`config.mk`:
```
export PLATFORM = sky130hd
export DESIGN_NAME = dma_ctrl
export DESIGN_NICKNAME = d
export VERILOG_FILES = /design/src/rtl/dma_pkg.sv /design/src/rtl/dma_sram_arbiter.sv /design/src/rtl/dma_ctrl.sv
export SDC_FILE = /design/constraint.sdc
export NUM_CORES = 1
export LEC_CHECK = 0
export ABC_AREA = 1
export BUFFER_PORTS_ARGS = -buffer_cell sky130_fd_sc_hd__buf_2
export CAP_MARGIN = 20
export CELL_PAD_IN_SITES_DETAIL_PLACEMENT = 2
export CELL_PAD_IN_SITES_GLOBAL_PLACEMENT = 2
export CORE_UTILIZATION = 20
export DETAILED_ROUTE_END_ITERATION = 12
export GPL_TIMING_DRIVEN = 1
export MAX_ROUTING_LAYER = met4
export PLACE_DENSITY_LB_ADDON = 0.08
export SLEW_MARGIN = 15
export SYNTH_ARGS = -nofsm -noshare
export SYNTH_HDL_FRONTEND = slang
export SYNTH_HIERARCHICAL = 1
export SYNTH_SLANG_ARGS = --single-unit
```
`constraint.sdc`:
```
create_clock -name clk -period 1.5 [get_ports clk]
set_clock_uncertainty 0.15 [all_clocks]
set_input_delay 0 -clock clk [delete_from_list [all_inputs] [get_ports clk]]
set_output_delay 0 -clock clk [all_outputs]
set_load 0.01 [all_outputs]
```
`src/rtl/dma_pkg.sv`:
```
// Shared types and constants for the DMA sequencer that sits between the core,
// the scratchpad SRAM and external DRAM.
package dma_pkg;

  localparam int WORD_BYTES = 4;

  typedef enum logic [1:0] {
    DMA_NONE = 2'b00,
    DMA_D2S  = 2'b01,
    DMA_S2D  = 2'b10
  } dma_cmd_e;

  typedef enum logic [2:0] {
    IDLE,
    D2S_REQ,
    D2S_WAIT,
    S2D_REQ,
    DONE
  } dma_state_e;

  // Only the two transfer encodings start a job; 2'b11 is reserved and ignored.
  function automatic logic isTransferCmd(input logic [1:0] cmd);
    return (cmd == DMA_D2S) || (cmd == DMA_S2D);
  endfunction

endpackage

```
`src/rtl/dma_sram_arbiter.sv`:
```
// Single SRAM port mux: the core owns the port while the sequencer is idle,
// the DMA engine owns it otherwise (which also blocks core writes).
module dma_sram_arbiter #(
  parameter int ADDR_W = 32
) (
  input  logic              dmaSelect_i,
  input  logic [ADDR_W-1:0] cpuAddress_i,
  input  logic [31:0]       cpuWriteData_i,
  input  logic              cpuWriteEnable_i,
  input  logic [ADDR_W-1:0] dmaAddress_i,
  input  logic [31:0]       dmaWriteData_i,
  input  logic              dmaWriteEnable_i,
  output logic [ADDR_W-1:0] sramAddress_o,
  output logic [31:0]       sramWriteData_o,
  output logic              sramWriteEnable_o
);

  assign sramAddress_o     = dmaSelect_i ? dmaAddress_i     : cpuAddress_i;
  assign sramWriteData_o   = dmaSelect_i ? dmaWriteData_i   : cpuWriteData_i;
  assign sramWriteEnable_o = dmaSelect_i ? dmaWriteEnable_i : cpuWriteEnable_i;

endmodule

```
`src/rtl/dma_ctrl.sv`:
```
// DMA sequencer: freezes the core and moves words DRAM->SRAM or SRAM->DRAM,
// one DRAM request per word, owning the SRAM port for the duration.
module dma_ctrl
  import dma_pkg::*;
#(
  parameter int ADDR_W  = 32,
  parameter int WIDTH_W = 10
) (
  input  logic               clk,
  input  logic               reset,
  input  logic [1:0]         dmaCmd,
  input  logic [ADDR_W-1:0]  dmaSrcAddress,
  input  logic [ADDR_W-1:0]  dmaDstAddress,
  input  logic [WIDTH_W-1:0] dmaWidth,
  output logic               stall,
  input  logic [ADDR_W-1:0]  cpuSramAddress,
  input  logic [31:0]        cpuSramWriteData,
  input  logic               cpuSramWriteEnable,
  output logic [31:0]        cpuSramReadData,
  output logic [ADDR_W-1:0]  sramAddress,
  output logic [31:0]        sramWriteData,
  output logic               sramWriteEnable,
  input  logic [31:0]        sramReadData,
  output logic               dramReq,
  output logic               dramWrite,
  output logic [ADDR_W-1:0]  dramAddress,
  output logic [31:0]        dramWriteData,
  input  logic               dramReady,
  input  logic               dramReadValid,
  input  logic [31:0]        dramReadData
);

  localparam logic [ADDR_W-1:0] ALIGN_MASK = ~ADDR_W'(WORD_BYTES - 1);
  localparam logic [ADDR_W-1:0] PTR_STEP   = ADDR_W'(WORD_BYTES);

  dma_state_e         state_q;
  logic [ADDR_W-1:0]  srcPtr_q;
  logic [ADDR_W-1:0]  dstPtr_q;
  logic [WIDTH_W-1:0] remain_q;
  logic               dramReq_q;
  logic               dramWrite_q;

  logic               startXfer;
  logic               lastBeat;
  logic [ADDR_W-1:0]  dmaSramAddress;
  logic               dmaSramWriteEnable;

  assign startXfer = isTransferCmd(dmaCmd);
  assign lastBeat  = (remain_q == WIDTH_W'(1));

  // DRAM request/direction are registered and always agree with the REQ states.
  always_ff @(posedge clk or negedge reset) begin
    if (!reset) begin
      state_q     <= IDLE;
      srcPtr_q    <= '0;
      dstPtr_q    <= '0;
      remain_q    <= '0;
      dramReq_q   <= 1'b0;
      dramWrite_q <= 1'b0;
    end else begin
      unique case (state_q)
        IDLE: begin
          if (startXfer) begin
            srcPtr_q <= dmaSrcAddress & ALIGN_MASK;
            dstPtr_q <= dmaDstAddress & ALIGN_MASK;
            remain_q <= dmaWidth;
            if (dmaWidth == '0) begin
              state_q <= DONE;
            end else if (dmaCmd == DMA_D2S) begin
              state_q     <= D2S_REQ;
              dramReq_q   <= 1'b1;
              dramWrite_q <= 1'b0;
            end else begin
              state_q     <= S2D_REQ;
              dramReq_q   <= 1'b1;
              dramWrite_q <= 1'b1;
            end
          end
        end
        D2S_REQ: begin
          if (dramReady) begin
            state_q   <= D2S_WAIT;
            dramReq_q <= 1'b0;
          end
        end
        D2S_WAIT: begin
          if (dramReadValid) begin
            srcPtr_q <= srcPtr_q + PTR_STEP;
            dstPtr_q <= dstPtr_q + PTR_STEP;
            remain_q <= remain_q - WIDTH_W'(1);
            if (lastBeat) begin
              state_q <= DONE;
            end else begin
              state_q   <= D2S_REQ;
              dramReq_q <= 1'b1;
            end
          end
        end
        S2D_REQ: begin
          if (dramReady) begin
            srcPtr_q <= srcPtr_q + PTR_STEP;
            dstPtr_q <= dstPtr_q + PTR_STEP;
            remain_q <= remain_q - WIDTH_W'(1);
            if (lastBeat) begin
              state_q     <= DONE;
              dramReq_q   <= 1'b0;
              dramWrite_q <= 1'b0;
            end
          end
        end
        DONE: begin
          state_q <= IDLE;
        end
        default: begin
          state_q     <= IDLE;
          dramReq_q   <= 1'b0;
          dramWrite_q <= 1'b0;
        end
      endcase
    end
  end

  // The IDLE term freezes the core in the very cycle the command is presented.
  assign stall = ((state_q != IDLE) && (state_q != DONE)) ||
                 ((state_q == IDLE) && startXfer);

  assign dramReq   = dramReq_q;
  assign dramWrite = dramWrite_q;

  always_comb begin
    dramAddress   = '0;
    dramWriteData = '0;
    if (state_q == D2S_REQ) begin
      dramAddress = srcPtr_q;
    end else if (state_q == S2D_REQ) begin
      dramAddress   = dstPtr_q;
      dramWriteData = sramReadData;
    end
  end

  assign dmaSramAddress     = (state_q == D2S_WAIT) ? dstPtr_q : srcPtr_q;
  assign dmaSramWriteEnable = (state_q == D2S_WAIT) && dramReadValid;

  dma_sram_arbiter #(
    .ADDR_W(ADDR_W)
  ) uArbiter (
    .dmaSelect_i       (state_q != IDLE),
    .cpuAddress_i      (cpuSramAddress),
    .cpuWriteData_i    (cpuSramWriteData),
    .cpuWriteEnable_i  (cpuSramWriteEnable),
    .dmaAddress_i      (dmaSramAddress),
    .dmaWriteData_i    (dramReadData),
    .dmaWriteEnable_i  (dmaSramWriteEnable),
    .sramAddress_o     (sramAddress),
    .sramWriteData_o   (sramWriteData),
    .sramWriteEnable_o (sramWriteEnable)
  );

  assign cpuSramReadData = sramReadData;

endmodule

```
* Word level (Yosys, flattened, before mapping) *
Cells that the tools add are included.

storage, ports and cells
  register bits after elaboration = 79
  memories = 0
  bits in latches = 0
  output and inout port bits = 164
  memory bits (writable) = 0
  memory bits (read-only) = 0

operators by class
  muxes and demuxes = 41
  add/subtract/negate cells = 3
  equal/unequal tests = 15
  reductions and logical operators = 14
  magnitude comparators = 0
  divide/modulo/power cells = 0
  multiply operators = 0
  bitwise operators = 2
  shifts and indexed selects = 0

operators with widths
  operator                                                                 count
  32-bit two-way mux                                                       13
  32-bit one-hot mux with 3 select lines                                   2
  32-bit by 3-bit adder with 32-bit output (second input constant)         2
  10-bit two-way mux                                                       3
  10-bit one-hot mux with 3 select lines                                   1
  3-bit two-way mux                                                        7
  2-bit inequality test (second input constant)                            7
  3-bit one-hot mux with 4 select lines                                    1
  1-bit two-way mux                                                        11
  10-bit by 1-bit equality test with 1-bit output (second input constant)  1
  10-bit zero test                                                         1
  5-bit AND reduction                                                      2
  10-bit by 1-bit subtractor with 10-bit output (second input constant)    1
  8-bit AND reduction                                                      1
  3-bit by 2-bit equality test with 1-bit output (second input constant)   2
  3-bit nonzero test                                                       2
  1-bit one-hot mux with 5 select lines                                    1
  4-bit AND reduction                                                      1
  3-bit by 1-bit equality test with 1-bit output (second input constant)   1
  3-bit equality test (second input constant)                              1
  1-bit logical AND                                                        3
  3-bit zero test                                                          1
  3-bit inequality test (second input constant)                            1
  1-bit one-hot mux with 3 select lines                                    1
  6 further kinds                                                          8

* Longest topological paths before layout *
Gate-level depths: netlist (run 1).

  word-level depth = 5
  depth in mapped cells = 12
  gate-level depth less buffers = 11

* Hierarchy *
The synthesis (run 1) kept the hierarchy.

by module, submodules not included
  module            instances  area each (µm²)  cells each  seq. area each (µm²)
  dma_ctrl          1          6862.8           1182        1876.8
  dma_sram_arbiter  1          845.8            210         0.0

* Worst setup path before layout (run 1) *
No wires, ideal clock.

  kind = reg-to-reg
  from = register srcPtr_q[3]
  to = register srcPtr_q[20]
  stages on the path, launching flop included = 11
  clock period less this slack = 1.600 ns
  path slack = -0.100 ns
  required time = 1.237 ns
  arrival = 1.337 ns
  buffers on the path = 0
  cells stage by stage = dfrtp_1 -> ha_1 -> nand3_1 -> inv_1 -> nand2_1 -> nor2_1 -> nand3_1 -> nand2_1 -> nand2_1 -> nand2_1 -> inv_1

on the way
  longest elaborated chain between the ends = 3
  elaborated cells on any way between the ends = 4
  classes of those cells = add/sub: 1; mux: 3

ends and longest elaborated chain
  element                                       line                             RTL
  start, declared                               dma_ctrl.sv:37                   logic [ADDR_W-1:0] srcPtr_q;
  start signal, assigned                        dma_ctrl.sv:64                   srcPtr_q <= dmaSrcAddress & ALIGN_MASK;
  start signal, assigned                        dma_ctrl.sv:88                   srcPtr_q <= srcPtr_q + PTR_STEP;
  start signal, assigned                        dma_ctrl.sv:101                  srcPtr_q <= srcPtr_q + PTR_STEP;
  32-bit by 3-bit adder with 32-bit output (*)  dma_ctrl.sv:88, dma_ctrl.sv:101
  32-bit two-way mux, on equally long branches  dma_ctrl.sv:100, dma_ctrl.sv:87
  32-bit one-hot mux with 3 select lines (*)    dma_ctrl.sv:61                   unique case (state_q)

Every way passes the cells marked *; elsewhere a longest branch is shown, timed or not. The select of a mux whose other input is x is not followed.
A chain may end at the register's enable or synchronous reset.

* Final worst setup path (run 1) *
  from = register state_q[2]
  to = output port dramAddress[11]

on the way
  longest elaborated chain between the ends = 3
  elaborated cells on any way between the ends = 4
  classes of those cells = eq/ne: 2; mux: 2

ends and longest elaborated chain
  element                                         line             RTL
  start, declared                                 dma_ctrl.sv:36   dma_state_e state_q;
  start signal, assigned                          dma_ctrl.sv:54   state_q <= IDLE;
  start signal, assigned                          dma_ctrl.sv:68   state_q <= DONE;
  start signal, assigned                          dma_ctrl.sv:70   state_q <= D2S_REQ;
  3-bit by 2-bit equality test with 1-bit output  dma_ctrl.sv:135  end else if (state_q == S2D_REQ) begin
  32-bit two-way mux                              dma_ctrl.sv:135
  32-bit two-way mux (*)                          dma_ctrl.sv:133  if (state_q == D2S_REQ) begin
  end, declared                                   dma_ctrl.sv:26   output logic [ADDR_W-1:0] dramAddress,

Every way passes the cells marked *; elsewhere a longest branch is shown, timed or not.

==> results of run 1 <==
-- routing by layer --
metal | part of all wire [%] | GRT usage [%] | vias up
li1 | - | - | 5652
met1 | 41 | 30.96 | 5934
met2 | 52 | 49.99 | 279
met3 | 3.9 | 3.219 | 82
met4 | 3.7 | 9.905 | 0
met5 | 0 | - | -
-- cell type report --
| type | count | area (µm²) | area share (%) |
|---|---|---|---|
| Inverter | 139 | 558.0 | 3.553 |
| Clock inverter | 5 | 30.03 | 0.1912 |
| Timing Repair inverter | 1 | 8.758 | 0.05576 |
| Tap cell | 511 | 639.4 | 4.071 |
| Sequential cell | 75 | 1881 | 11.97 |
| Timing Repair Buffer | 746 | 6452 | 41.08 |
| Multi-Input combinational cell | 1087 | 5894 | 37.53 |
| Clock buffer | 11 | 242.7 | 1.545 |
-- worst paths after layout --
check                                   from         endpoint  slack, ps  cells after the start
max                               state_q[2]  dramAddress[11]       -650                     10
min                        dmaSrcAddress[31]     srcPtr_q[31]         30                      6
max reg2reg                       state_q[2]     dstPtr_q[11]       -550                     13
min reg2reg                      remain_q[9]      remain_q[9]        340                      2
max in group asynchronous              reset       state_q[0]        140                      4
min in group asynchronous              reset      remain_q[1]        490                      3
-- cells in the mapped netlist (3+ instances only) --
master | n | area (µm²)
o211ai_2 | 3 | 37.54
or2_2 | 6 | 37.54
nand3_1 | 83 | 415.4
o31ai_1 | 3 | 22.52
o22ai_1 | 28 | 175.2
a22oi_2 | 4 | 50.05
nand4_1 | 4 | 25.02
nor2_4 | 3 | 33.78
nor2_1 | 221 | 829.6
nand2_1 | 575 | 2158
o21ai_1 | 6 | 30.03
xor2_1 | 6 | 52.55
a21oi_2 | 5 | 43.79
buf_2 | 16 | 80.08
nor3_1 | 8 | 40.04
o21ai_0 | 91 | 455.4
a21oi_1 | 20 | 100.1
dfrtp_1 | 75 | 1877
buf_4 | 41 | 307.8
inv_2 | 5 | 18.77
ha_1 | 5 | 62.56
inv_1 | 134 | 503.0
buf_6 | 15 | 168.9
clkbuf_1 | 19 | 71.32
-- repair_timing --
item                                    4_1_cts  5_1_grt
gates resized for setup                     320      197
hold buffers                                 72        0
pin swaps                                    27       30
endpoints found under the setup margin      203      203
hold endpoints to repair                    146        0
buffers inserted                             27       20
cloned                                       23       11
-- logic make-up (layout without fill, tap and decap cells) --
family                   Yosys count  count (layout)  synth area share [%]
AO/OA/AOI/OAI                    162             162                 12.09
buffers and inverters            233             902                 15.11
XOR/XNOR                           8               8                0.9090
AND/OR/NAND/NOR                  908             908                 46.68
flip-flops                        75              75                 24.35
adder cells (fa/ha/maj)            5               5                0.8116
other                              1               4               0.04865
-- through the flow --
stage / setup TNS [ps] / power [mW] / setup WS [ps]
floorplan: -9.997 / 16.21 / -9.997
global placement: -40660 / 27.65 / -354.5
detailed placement: -47370 / 28.33 / -368.4
CTS: -81730 / 37.67 / -555.8
global route: -116430 / 45.66 / -728.1
finish: -103510 / 43.08 / -648.3
-- power groups by stage --
stage	clock network (mW)	logic, mW	registers [mW]
CTS	2.30	31.1	4.23
floorplan	0	12.1	4.13
global route	2.35	38.9	4.41
detailed placement	0	24.1	4.27
global placement	0	23.4	4.24
finish	2.24	36.5	4.29
-- flip-flops by register name, summed over array words and instances (netlist names) --
register   flops
dramReq        1
dramWrite      1
dstPtr_q      30
remain_q      10
srcPtr_q      30
state_q        3
-- worst max-delay path, cell delays in order (launching register included) --
cell	delay, ps
dfrtp_1	440
buf_4	170
inv_4	60
buf_4	110
nand3_4	150
inv_2	120
buf_6	130
nand2_1	50
o21ai_0	100
buf_4	170
buf_2	120
==> results.json, run 1 <==
{
  "comb_power_share_pct": 84.8,
  "holdWs_ps": 33.87,
  "critPathRequiredTime_ps": 1350,
  "setup_viol": 203,
  "dp.cells": 2410,
  "path_class": "reg -> out",
  "final_max_slew_viol_count": 0,
  "power_switching_mw": 21.76,
  "clock_latency_ps": 370,
  "yosysUniqueCellTypes": 35,
  "violations": "negative setup slack",
  "ys.flop_type": "dfrtp_1",
  "final_cell_mix": "nand2_1, buf_2, buf_4",
  "power_frac_clock_pct": 5.2,
  "num_rows": 71,
  "pin_count": 373,
  "maxCapViolCount": 0,
  "avgSynthCellArea_um2": 5.538,
  "grt_pass1_vias": 12910,
  "fin_crit_ps": 2148,
  "num-nets-final": 2273,
  "clock-sinks": 75,
  "vias": 11950,
  "cts_tree": "built",
  "root_buffer": "clkbuf_16",
  "clockBufferDepth": 2,
  "cts_buffers": 9,
  "cts_max_level": 3,
  "first_iter_violations": 415,
  "die-height_um": 198.3,
  "postSynth.asyncResetShare_pct": 100.0,
  "final_common_cell": "nand2_1",
  "worst_slack_ps": -648.3,
  "p_int_mw": 21.32,
  "final_util_pct": 41.60,
  "remaining_drc_errors": 0,
  "placedInstanceArea_um2": 11620,
  "synth-seq-cells": 75,
  "ys_warn_count": 6,
  "peakVddDrop_mv": 0.8314,
  "p_seq_share_pct": 10.0,
  "synth-seq-area-share_pct": 24.35,
  "grt_pass1_wl_um": 78690,
  "initial_core_util_pct": 20.42,
  "synth_edf_count": 0,
  "dr.pass1.iters": 4,
  "synthCells": 1392,
  "grt_start_max_net_pins": 28,
  "finalHoldViolCount": 0,
  "dp_hpwl_um": 39440,
  "status": "finished, violations left",
  "finalCritPeriodShare_pct": 143.2,
  "cp.arrival_ps": 2000,
  "gr-total-overflow": 0,
  "startpoint_type": "flop",
  "portBuffers": 366,
  "drive_gt1_share_pct": 46.46,
  "nFillCells": 4395,
  "rsz0062_at_grt": "yes",
  "cp_max_fo": 5,
  "clkTransAtPathRegs_ps": 80,
  "gp_congestion": 0.8526,
  "diodes": 0,
  "area_growth_pct": 103.7,
  "antenna_violating_nets_post_route": 0,
  "coreArea_um2": 37760,
  "fmax_mhz": 465.5,
  "worstHoldPathType": "in -> reg",
  "fin_cells": 2575,
  "die_w_um": 198.3,
  "grtUsageTotal_pct": 27.59,
  "p_sw_share_pct": 50.51,
  "dieArea_um2": 39330,
  "power_density_nw_per_um2": 2743,
  "antenna_found_initial": 0,
  "wire_per_inst_um": 22.01,
  "end_kind": "output pin",
  "totalWireLength_um": 56680,
  "design_area_um2": 15710,
  "p_leak_nw": 8.115,
  "routed_via_density": 4.640,
  "synth_area_um2": 7709
}
(Power assumes the default switching activity.)
==> run 2: changes to the inputs <==
- ABC_AREA: 1 -> not set
- CORE_UTILIZATION: 20 -> 22
==> run 2 against run 1 <==
- clock power is 4% higher
- combinational power down 40%
- design area fell by 14%
- cell count is 29% lower
- synthesized cell count fell by 42%
- non-clock buffer count shrank 45
- the flow still finishes with violations (negative setup slack)
- critical path depth is 3 lower
- utilization is 2.4 points higher
- sequential cell count did not move
- fmax shrank 4.9%
- die area down 19%
- setup slack worse by 110 ps
==> results.json, run 2 <==
{
  "status": "finished, violations left",
  "violations": "negative setup slack",
  "maxCapViolCount": 0,
  "final_common_cell": "buf_2",
  "clock_latency_ps": 350,
  "gr-total-overflow": 0,
  "num_rows": 64,
  "clock-sinks": 75,
  "p_int_mw": 15.94,
  "antenna_found_initial": 1,
  "clkTransAtPathRegs_ps": 70,
  "root_buffer": "clkbuf_16",
  "slew_headroom_pct": 66.52,
  "pin_count": 373,
  "yosysUniqueCellTypes": 64,
  "p_seq_share_pct": 13.2,
  "path_class": "reg -> out",
  "routed_via_density": 4.997,
  "remaining_drc_errors": 0,
  "totalWireLength_um": 40880,
  "num-nets-final": 1634,
  "synth-seq-area-share_pct": 27.26,
  "synth_area_um2": 6885,
  "postSynth.asyncResetShare_pct": 100.0,
  "cts_buffers": 9,
  "die_w_um": 178.9,
  "die-height_um": 178.9,
  "avgSynthCellArea_um2": 8.532,
  "p_sw_share_pct": 43.19,
  "grt_pass1_vias": 9090,
  "fmax_mhz": 442.7,
  "yosys-top-cells-area": "dfrtp_1, mux2_4, mux2_2",
  "fin_crit_ps": 2259,
  "power_frac_clock_pct": 8.3,
  "grtUsageTotal_pct": 21.88,
  "clockBufferDepth": 2,
  "reg_top3": "dstPtr_q x30, srcPtr_q x30, remain_q x10",
  "wire_per_inst_um": 22.44,
  "synth.most_common_cell": "dfrtp_1",
  "synth_area_leader_cell": "dfrtp_1",
  "startpoint_type": "flop",
  "critPathRequiredTime_ps": 1350,
  "cts_tree": "built",
  "drive_gt1_share_pct": 58.32,
  "final_cell_mix": "buf_2, buf_4, mux2_4",
  "setup_viol": 203,
  "worstHoldPathType": "in -> reg",
  "cp_max_fo": 5,
  "grt_start_max_net_pins": 76,
  "synth_edf_count": 0,
  "tightest_slew_ps": 502.2,
  "cts_max_level": 3,
  "pre_cts_slack_ps": -587.5,
  "power_switching_mw": 12.12,
  "coreArea_um2": 30670,
  "vias": 9104,
  "area_growth_pct": 95.80,
  "power_density_nw_per_um2": 2082,
  "peakVddDrop_mv": 0.9532,
  "holdWs_ps": 6.751,
  "power_mw": 28.07,
  "synth-seq-cells": 75,
  "dr.pass1.iters": 4,
  "dp_hpwl_um": 26200,
  "end_kind": "output pin",
  "final_max_slew_viol_count": 0,
  "grt_pass1_wl_um": 52150,
  "gp_congestion": 0.8107,
  "portBuffers": 366,
  "dieArea_um2": 32010,
  "synthTopCellsByCount": "dfrtp_1, a21oi_1, nor2_1, nand2_1, mux2_4",
  "yosys.area.top_type_share_pct": 27.26,
  "rsz0062_at_grt": "yes",
  "ys.flop_type": "dfrtp_1",
  "first_iter_violations": 489,
  "antenna_violating_nets_post_route": 0,
  "cp.arrival_ps": 2110,
  "synthCells": 807,
  "comb_power_share_pct": 78.5,
  "finalCritPeriodShare_pct": 150.6,
  "initial_core_util_pct": 22.45,
  "ys_warn_count": 6,
  "p_leak_nw": 6.517,
  "finalHoldViolCount": 0,
  "worst_slack_ps": -758.7
}
## run 2: per-stage QoR
step,cells,util [%],setup TNS [ps],cell area (µm²)
after floorplan,810,-,-38510,7054
after global placement,1661,33.80,-62950,10360
after detailed placement,1661,33.80,-69930,10360
after CTS,1762,39.03,-114980,11970
after global routing,1822,43.96,-136510,13480
final,1822,43.96,-124230,13480
## run 2: worst max-delay path, stage by stage (launching register included)
cell	delay (ps)
dfrtp_1	410
buf_6	150
nor2_4	170
buf_6	170
buf_16	140
mux2_4	330
mux2_4	270
buf_6	120
## run 2: cell families (layout without fill, tap and decap cells)
family	Yosys count	in the layout	synth area share (%)
other	1	5	0.05446
adders and majority gates	5	5	0.9086
AOI/OAI and AO/OA	245	245	23.53
DFF	75	75	27.26
muxes	94	94	18.06
buffers and inverters	113	727	9.177
and+or+nand+nor	274	275	21.01
## run 2: worst paths after layout
check | startpoint | endpoint | slack (ps) | depth (start not counted)
worst max register to register | state_q[0] | srcPtr_q[27] | -700 | 7
max in group asynchronous | reset | state_q[1] | 700 | 3
min in group asynchronous | reset | dstPtr_q[15] | 60 | 3
worst min-delay path | dmaDstAddress[29] | dstPtr_q[29] | 7 | 4
worst max-delay path | state_q[0] | sramAddress[31] | -760 | 7
worst min register to register | dramReq | dramReq | 380 | 2
## run 2: repair_timing
item | 4_1_cts | 5_1_grt
pin swaps | 3 | 42
buffers inserted | 11 | 42
resized for setup | 87 | 168
hold buffers | 69 | 1
cloned | 5 | 23
hold endpoints to repair | 145 | 1
endpoints found under the setup margin | 203 | 203
## run 2: cell type report
| class | instances | area [µm²] |
|---|---|---|
| well taps | 396 | 495.5 |
| multi-input cells | 623 | 5014 |
| clock inverters | 5 | 52.55 |
| diodes | 1 | 2.502 |
| fillers | 3406 | 17190 |
| repair buffers | 701 | 5757 |
| clock buffers | 11 | 242.7 |
| inverters | 10 | 40.04 |
| flip-flops and latches | 75 | 1878 |
## run 2: metal layers
layer	GRT usage, %	vias up	routed length, µm
met1	27.44	4557	17130
li1	-	4233	-
met4	3.602	0	605
met2	37.85	273	21110
met3	2.714	41	2030
met5	-	-	0
## run 2: power by group through the flow
stage          clock network, mW  registers [mW]  logic (mW)
5_1_grt                     2.44            3.81        23.5
2_1_floorplan                  0            3.84        8.48
4_1_cts                     2.39            3.63        18.2
3_3_place_gp                   0            3.63        15.6
6_report                    2.33            3.71        22.0
3_5_place_dp                   0            3.65        15.8
